<file path="src/rtl/id_register_file.sv">
// General-purpose register bank with two combinational read ports, one write port,
// write-through bypass, and a handshaked debug dump engine that streams every register.
module id_register_file #(
  parameter int unsigned REGS    = 5,
  parameter int unsigned NB_DATA = 32
) (
  input  logic               i_clk,
  input  logic               i_reset,
  input  logic [REGS-1:0]    i_RS,
  input  logic [REGS-1:0]    i_RT,
  output logic [NB_DATA-1:0] o_RS_data,
  output logic [NB_DATA-1:0] o_RT_data,
  input  logic [REGS-1:0]    i_RD,
  input  logic               i_RegWrite,
  input  logic [NB_DATA-1:0] i_WriteData,
  input  logic               i_dbg_dump,
  input  logic               i_dbg_ready,
  output logic               o_dbg_valid,
  output logic [REGS-1:0]    o_dbg_addr,
  output logic [NB_DATA-1:0] o_dbg_data,
  output logic               o_dbg_busy,
  output logic               o_dbg_done
);

  localparam int unsigned    DEPTH    = 1 << REGS;
  localparam logic [REGS-1:0] LAST_IDX = REGS'(DEPTH - 1);

  typedef enum logic [1:0] {
    IDLE = 2'd0,
    SEND = 2'd1,
    DONE = 2'd2
  } state_t;

  logic [NB_DATA-1:0] regs_q [DEPTH];
  state_t             state_q, state_d;
  logic [REGS-1:0]    idx_q, idx_d;
  logic               wr_en;

  // Register 0 is hardwired to zero: it is never written and reset to zero.
  assign wr_en = i_RegWrite && (i_RD != '0);

  always_ff @(posedge i_clk or posedge i_reset) begin
    if (i_reset) begin
      for (int unsigned i = 0; i < DEPTH; i++) begin
        regs_q[i] <= '0;
      end
    end else if (wr_en) begin
      regs_q[i_RD] <= i_WriteData;
    end
  end

  // Read ports and dump port see a same-cycle write through the bypass.
  assign o_RS_data  = (wr_en && (i_RD == i_RS))  ? i_WriteData : regs_q[i_RS];
  assign o_RT_data  = (wr_en && (i_RD == i_RT))  ? i_WriteData : regs_q[i_RT];
  assign o_dbg_data = (wr_en && (i_RD == idx_q)) ? i_WriteData : regs_q[idx_q];

  always_ff @(posedge i_clk or posedge i_reset) begin
    if (i_reset) begin
      state_q <= IDLE;
      idx_q   <= '0;
    end else begin
      state_q <= state_d;
      idx_q   <= idx_d;
    end
  end

  always_comb begin
    state_d = state_q;
    idx_d   = idx_q;
    case (state_q)
      IDLE: begin
        if (i_dbg_dump) begin
          state_d = SEND;
          idx_d   = '0;
        end
      end
      SEND: begin
        // Valid is always high here, so ready alone marks a transfer.
        if (i_dbg_ready) begin
          if (idx_q == LAST_IDX) begin
            state_d = DONE;
          end else begin
            idx_d = idx_q + REGS'(1);
          end
        end
      end
      DONE: begin
        state_d = IDLE;
        idx_d   = '0;
      end
      default: begin
        state_d = IDLE;
        idx_d   = '0;
      end
    endcase
  end

  // Handshake status decodes from the registered state only.
  assign o_dbg_valid = (state_q == SEND);
  assign o_dbg_busy  = (state_q == SEND) || (state_q == DONE);
  assign o_dbg_done  = (state_q == DONE);
  assign o_dbg_addr  = idx_q;

endmodule

</file>
<file path="config.mk">
export PLATFORM = sky130hd
export DESIGN_NAME = id_register_file
export DESIGN_NICKNAME = d
export VERILOG_FILES = /design/src/rtl/id_register_file.sv
export SDC_FILE = /design/constraint.sdc
export NUM_CORES = 2
export LEC_CHECK = 0
export ABC_CLOCK_PERIOD_IN_PS = 42900
export BUFFER_PORTS_ARGS = -buffer_cell sky130_fd_sc_hd__buf_2
export CAP_MARGIN = 20
export CELL_PAD_IN_SITES_DETAIL_PLACEMENT = 0
export CELL_PAD_IN_SITES_GLOBAL_PLACEMENT = 1
export CORE_MARGIN = 2
export CORE_UTILIZATION = 40
export DETAILED_ROUTE_END_ITERATION = 10
export GPL_TIMING_DRIVEN = 0
export PLACE_DENSITY = 0.68
export SYNTH_ARGS = -nofsm -noshare
export SYNTH_HDL_FRONTEND = slang
export SYNTH_SLANG_ARGS = --single-unit
</file>
<file path="constraint.sdc">
create_clock -name i_clk -period 42.9 [get_ports i_clk]
set_input_delay 4.29 -clock i_clk [delete_from_list [all_inputs] [get_ports i_clk]]
set_output_delay 4.29 -clock i_clk [all_outputs]
set_load 0.02 [all_outputs]
</file>
After elaboration in Yosys (flattened, before gate mapping)
Cells that the tools add are included.
{"block": "word_totals", "regBits": 1031, "output_inout_bits": 104}
{"block": "op_classes", "addsub": 1, "mux": 23, "bitwise": 4, "eq_ne": 10, "order_cmp": 5, "n_reduce_logical": 10}
{"operator": "1024-bit bitwise mux", "n": 1}
{"operator": "32-bit binary-select mux with 5-bit select", "n": 3}
{"operator": "32-bit 2-to-1 mux", "n": 10}
{"operator": "32-bit demux with 5-bit select", "n": 1}
{"operator": "6-bit >= comparator, second input constant", "n": 4}
{"operator": "5-bit NOT with 6-bit output", "n": 4}
{"operator": "5-bit == test", "n": 3}
{"operator": "5-bit 2-to-1 mux", "n": 3}
{"operator": "5-bit case mux with 2 select lines", "n": 1}
{"operator": "6-bit by 1-bit less-than comparator with 1-bit output, second input constant", "n": 1}
{"operator": "2-bit 2-to-1 mux", "n": 3}
{"operator": "2-bit != test, second input constant", "n": 3}
{"operator": "3-bit AND reduction", "n": 2}
{"operator": "5-bit by 1-bit adder with 5-bit output, second input constant", "n": 1}
{"operator": "5-bit == test, second input constant", "n": 1}
{"operator": "1-bit logical AND", "n": 5}
{"operator": "5-bit nonzero test", "n": 1}
{"operator": "2-bit case mux with 2 select lines", "n": 1}
{"operator": "2-bit by 1-bit == test with 1-bit output, second input constant", "n": 1}
{"operator": "2-bit == test, second input constant", "n": 1}
{"operator": "2-bit zero test", "n": 1}
{"operator": "2-bit by 1-bit != test with 1-bit output, second input constant", "n": 1}
{"operator": "1-bit logical OR", "n": 1}

Logic depth before layout (Yosys ltp)
{"block": "depth", "ltp_word": 6, "depth_mapped": 9}

Worst setup path after synthesis
Ideal clock, no wire load.
{"block": "synth_timing", "kind": "input -> output", "from": "input i_RT[0]", "to": "output o_RT_data[17]", "cell_stages": 7, "path_slack_ps": 32639, "arrival_time_ps": 5971, "required_time_ps": 38610, "path_cell_list": "buf_4 > buf_6 > buf_4 > mux4_2 > o22ai_1 > or4_1 > o21ai_1"}
{"block": "synth_via", "elab_chain_cells": 5}
{"item": "start: declaration", "line": "10", "text": "input logic [REGS-1:0] i_RT,"}
{"item": "5-bit NOT with 6-bit output (implied by the code)", "line": "54", "text": "assign o_RT_data = (wr_en && (i_RD == i_RT)) ? i_WriteData : regs_q[i_RT];"}
{"item": "32-bit binary-select mux with 5-bit select", "line": "54"}
{"item": "32-bit 2-to-1 mux (implied by the code) (2 in a row)", "line": "54"}
{"item": "32-bit 2-to-1 mux (*)", "line": "54"}
{"item": "end: declaration", "line": "12", "text": "output logic [NB_DATA-1:0] o_RT_data,"}
Mark *: on every way between the ends. The rest lies on a longest branch, timed or not. The select of a mux whose other input is x is not followed.

Worst setup path after layout
{"block": "layout_timing", "from": "input i_RD[1]", "to": "output o_dbg_data[29]"}
{"block": "layout_via", "elab_chain_cells": 4}
{"item": "start: declaration", "line": "13", "text": "input logic [REGS-1:0] i_RD,"}
{"item": "5-bit nonzero test", "line": "40", "text": "assign wr_en = i_RegWrite && (i_RD != '0);"}
{"item": "1-bit logical AND", "line": "40"}
{"item": "1-bit logical AND (*)", "line": "55", "text": "assign o_dbg_data = (wr_en && (i_RD == idx_q)) ? i_WriteData : regs_q[idx_q];"}
{"item": "32-bit 2-to-1 mux (*)", "line": "55"}
{"item": "end: declaration", "line": "20", "text": "output logic [NB_DATA-1:0] o_dbg_data,"}
Mark *: on every way between the ends. The rest lies on a longest branch, timed or not.

==> out/metrics.sh <==
OUTCOME='finished clean'
SYNTHESIS.AREA_PER_INSTANCE_UM2=15.0
LAYOUT-AREA-OVERHEAD-VS-SYNTH_PCT=14.1
GRT_PASS1_WL_MM=403
CHIPWIDTH_UM=397
PLACE.PORT_BUFFERS=142
CLOCK_TREE_FROM_TRITONCTS='done'
DRC_ERRORS=0
DETAIL_ROUTE.WIRELENGTH_MM=303
MAX_CAP_VIOL_COUNT=0
ROUTABILITYCONGESTION=1.02
POST_SYNTH_INST_COUNT=4115
DIE_Y_UM=397
NETSWITCHINGPOWER_mW=1.33
TIMING.RR.START='o_dbg_addr[1]$_DFFE_PP0P_'
WORSTMARGINPINSLEW_NS=1.32
CORE.ROWCOUNT=144
COMBPWRFRAC=0.353
HOLDCRITSTARTPOINT='regs_q[995]$_DFFE_PP0P_'
POST-LAYOUT-TOTAL-POWER_mW=3.74
REGTOREGSETUPSLACK_NS=39.91
CLOCK_ROOT_BUFFER='clkbuf_16'
TIMING.CRITICAL_PATH.REQUIRED_NS=38.61
DR_TOTAL_VIAS=48000
RATIO_OF_TOTAL_POWER_TO_CELL_AREA_nW_PER_UM2=53.0
POST_ROUTE_CELLS_DRIVE_ABOVE_1_SHARE=0.531
VIAS_PER_CELL=7.26
CRITPATHKIND='in2out'
YOSYS.AREA_SHARE.ADDER=0.00122
CORE_REGION_AREA_UM2=154000
PEAK_FREQ_GHz=0.0805
CTS-BUFFERS-INSERTED=120
MIN_TCLK_POST_ROUTE_NS=12.42
GRT_ANTENNA_BEFORE_REPAIR=23
TIMING.RR.END='o_dbg_addr[3]$_DFFE_PP0P_'
SYNTHESIS.AREA_UM2=61800
CLK_TRANSITION_REPORTED_PATHS_NS=0.06
DR.PASS1.ITERS=5
YS_FF_LATCH=1031
SYNTHESIZED_NETLIST_NET_COUNT=4173
FF2FF_PATH_DEPTH=8
CP_DATA_ARRIVAL_TIME_NS=8.13
WORST_HOLD_PATH.ENDPOINT='regs_q[995]$_DFFE_PP0P_'
HTREE_LEVELS=3
SYNTH-EDFF-COUNT=0
CTS.SINK_COUNT=1031
GRT_MAX_DEGREE=127
CTS-HOLD-FIX-BUFFERS=0
P_LEAK_nW=29.2
SYNTH-COMPOUND-AREA-SHARE=0.0483
TOP_LEVEL_PORTS=156
INSERTION_DELAY_NS=0.77
REPORT.FINAL.HOLD_VIOL_COUNT=0
POST-PLACE-CELLS=6371
HP-CLASS='reg2reg'
YOSYSUNIQUECELLTYPES=43
ASYNC_FLOP_SHARE=1.00
ROUTE.ANTENNA.REMAINING_NETS=0
INTERNAL_POWER_mW=2.41
CRITPATHMAXFANOUT=10
CLKPWRFRAC=0.290
CLOCK_SKEW_NS=0.00233
FLOORPLAN.INITIALDENSITY=0.402
DETAIL_ROUTE.WL_PER_CELL_UM=45.8
YOSYS_MOST_USED_DFF='dfrtp_1'
CTS_SETUP_BUFFERS=0
SYNTH_XOR_XNOR_AREA_SHARE=0.00213
CTS_BUFFER_DEPTH=3
DESIGN.DIE.AREA_UM2=158000
VIAS_IN_THE_FIRST_GLOBAL_ROUTE=45700
NFILLCELLS=13600
HPWLAFTERDP_MM=209
CTSRESIZECOUNT=0
GRT_REMAINING_OVERFLOW=0
SLEW-LIMIT-HEADROOM=0.121
SYNTH_TOP_FAMILY_BY_AREA='multiplexers'
YOSYS.AREA_SHARE.SIMPLE=0.0268
POWER_FRAC_SEQ=0.356
DRV_SLEW=0
CRIT_PATH_START_KIND='primary input'
DR.FIRST_ITER.DRC_COUNT=8361
STDCELL_COUNT=6612
WORSTSETUPENDPOINTTYPE='output pin'
SYNTH.MUX.AREA_FRACTION=0.462
SWSHARE=0.355
FINAL_MIN_PERIOD_OVER_CLOCK_PERIOD=0.290
WORST_HOLD_PATH.NUM_CELLS=1
SYNTH_WARNINGS=0
TRACK_USAGE=0.382
SEQ_TOTAL_AREA_YOSYS=0.418
FINAL_NET_COUNT=4515
VDD_DROP_MAX_V=0.0000449
GRT_SETUP_UNREPAIRED='false'
SETUP_VIOL=0
-- cell type report --
type,count,area (µm²),share of cell area
Clock inverter,43,522,0.00740
Clock buffer,176,3530,0.0500
Timing Repair Buffer,220,2030,0.0288
Sequential cell,1031,25800,0.366
Buffer,510,2610,0.0370
Inverter,4,22.5,0.000319
Multi-Input combinational cell,2570,33400,0.474
Tap cell,2044,2560,0.0363
Antenna cell,14,35.0,0.000497
-- power groups by stage --
stage | combinational (mW) | sequential, mW | clock, mW
2_1_floorplan | 0.856 | 1.29 | 0
3_3_place_gp | 1.25 | 1.32 | 0
3_5_place_dp | 1.27 | 1.34 | 0
4_1_cts | 1.28 | 1.32 | 1.08
5_1_grt | 1.34 | 1.35 | 1.12
6_report | 1.32 | 1.33 | 1.08
-- how the worst max path moves through the flow --
stage	cells after the start	endpoint	start	slack, ns
detailed placement	7	o_RT_data[29]	i_RD[1]	30.69
CTS	7	o_RT_data[29]	i_RD[1]	30.68
finish	9	o_dbg_data[29]	i_RD[1]	30.48
global placement	2	regs_q[880]$_DFFE_PP0P_	i_reset	-2.92
global route	9	o_dbg_data[29]	i_RD[1]	30.61
floorplan	1	o_dbg_addr[0]$_DFFE_PP0P_	i_reset	9.60
-- per-layer routing --
metal / vias to the layer above / track usage / part of all wire
met5: - / 0.00333 / 0.00056
met4: 18 / 0.263 / 0.082
met3: 1089 / 0.169 / 0.15
met2: 4118 / 0.525 / 0.41
met1: 25500 / 0.482 / 0.36
li1: 17300 / - / -
-- through the flow --
stage | hold WS, ns | instance area (µm²) | worst slack (ns) | utilization | setup TNS, ns
floorplan | 0.458 | 61800 | 9.60 | - | 0
finish | 0.504 | 70500 | 30.48 | 0.459 | 0
CTS | 0.502 | 70300 | 30.68 | 0.458 | 0
global placement | 0.471 | 65000 | -2.92 | 0.423 | -2781.22
global route | 0.517 | 70500 | 30.61 | 0.459 | 0
detailed placement | 0.487 | 66300 | 30.69 | 0.431 | 0
-- flip-flops by register name (all words and copies together) (netlist names) --
| register | cells |
|---|---|
| regs_q | 1024 |
| o_dbg_addr | 5 |
| state_q | 2 |
-- worst max-delay path: stages --
cell,delay (ns)
buf_2,0.20
clkbuf_1,0.52
xor2_1,0.21
nor4_4,0.84
buf_8,0.25
clkbuf_1,0.93
nand2_1,0.10
o21ai_1,0.46
buf_2,0.30
-- kinds of logic (layout without fill, tap and decap cells) --
family | count (synthesis) | after routing
compound gates | 493 | 493
xor+xnor | 15 | 15
fa+ha+maj | 6 | 6
buf+inv | 514 | 953
flops | 1031 | 1031
mux | 1766 | 1766
other cells | 0 | 14
simple gates | 290 | 290
-- placed cells by master (no fill, tap or decap), drive strengths merged, types with 3 or more instances in the layout --
master	instances
xnor2	9
nand3	12
or3	3
or4	95
diode	14
nor2b	4
clkbuf	404
mux2	993
bufinv	11
mux4	769
a22o	7
mux2i	4
o22ai	376
ha	6
nor2	21
nand2	123
nand4b	3
nor4	3
inv	7
buf	502
nand3b	10
nand2b	3
o21ai	101
xor2	6
clkinv	27
dfrtp	1031
nor3b	3
-- synthesized netlist by cell type, types with 7 or more instances --
cell | number | area [µm²]
a22o_1 | 7 | 61.3
nor2_1 | 21 | 78.8
nand2_1 | 123 | 462
clkbuf_1 | 228 | 856
buf_4 | 46 | 345
mux2_1 | 35 | 394
xnor2_1 | 9 | 78.8
nand3_1 | 12 | 60.1
mux2_2 | 958 | 10800
or4_1 | 95 | 713
o21ai_1 | 95 | 475
buf_6 | 38 | 428
nand3b_1 | 10 | 75.1
buf_2 | 159 | 796
mux4_2 | 769 | 17300
buf_1 | 39 | 146
dfrtp_1 | 1031 | 25800
o22ai_1 | 376 | 2350
No activity file was read; power rests on OpenSTA's default activity.
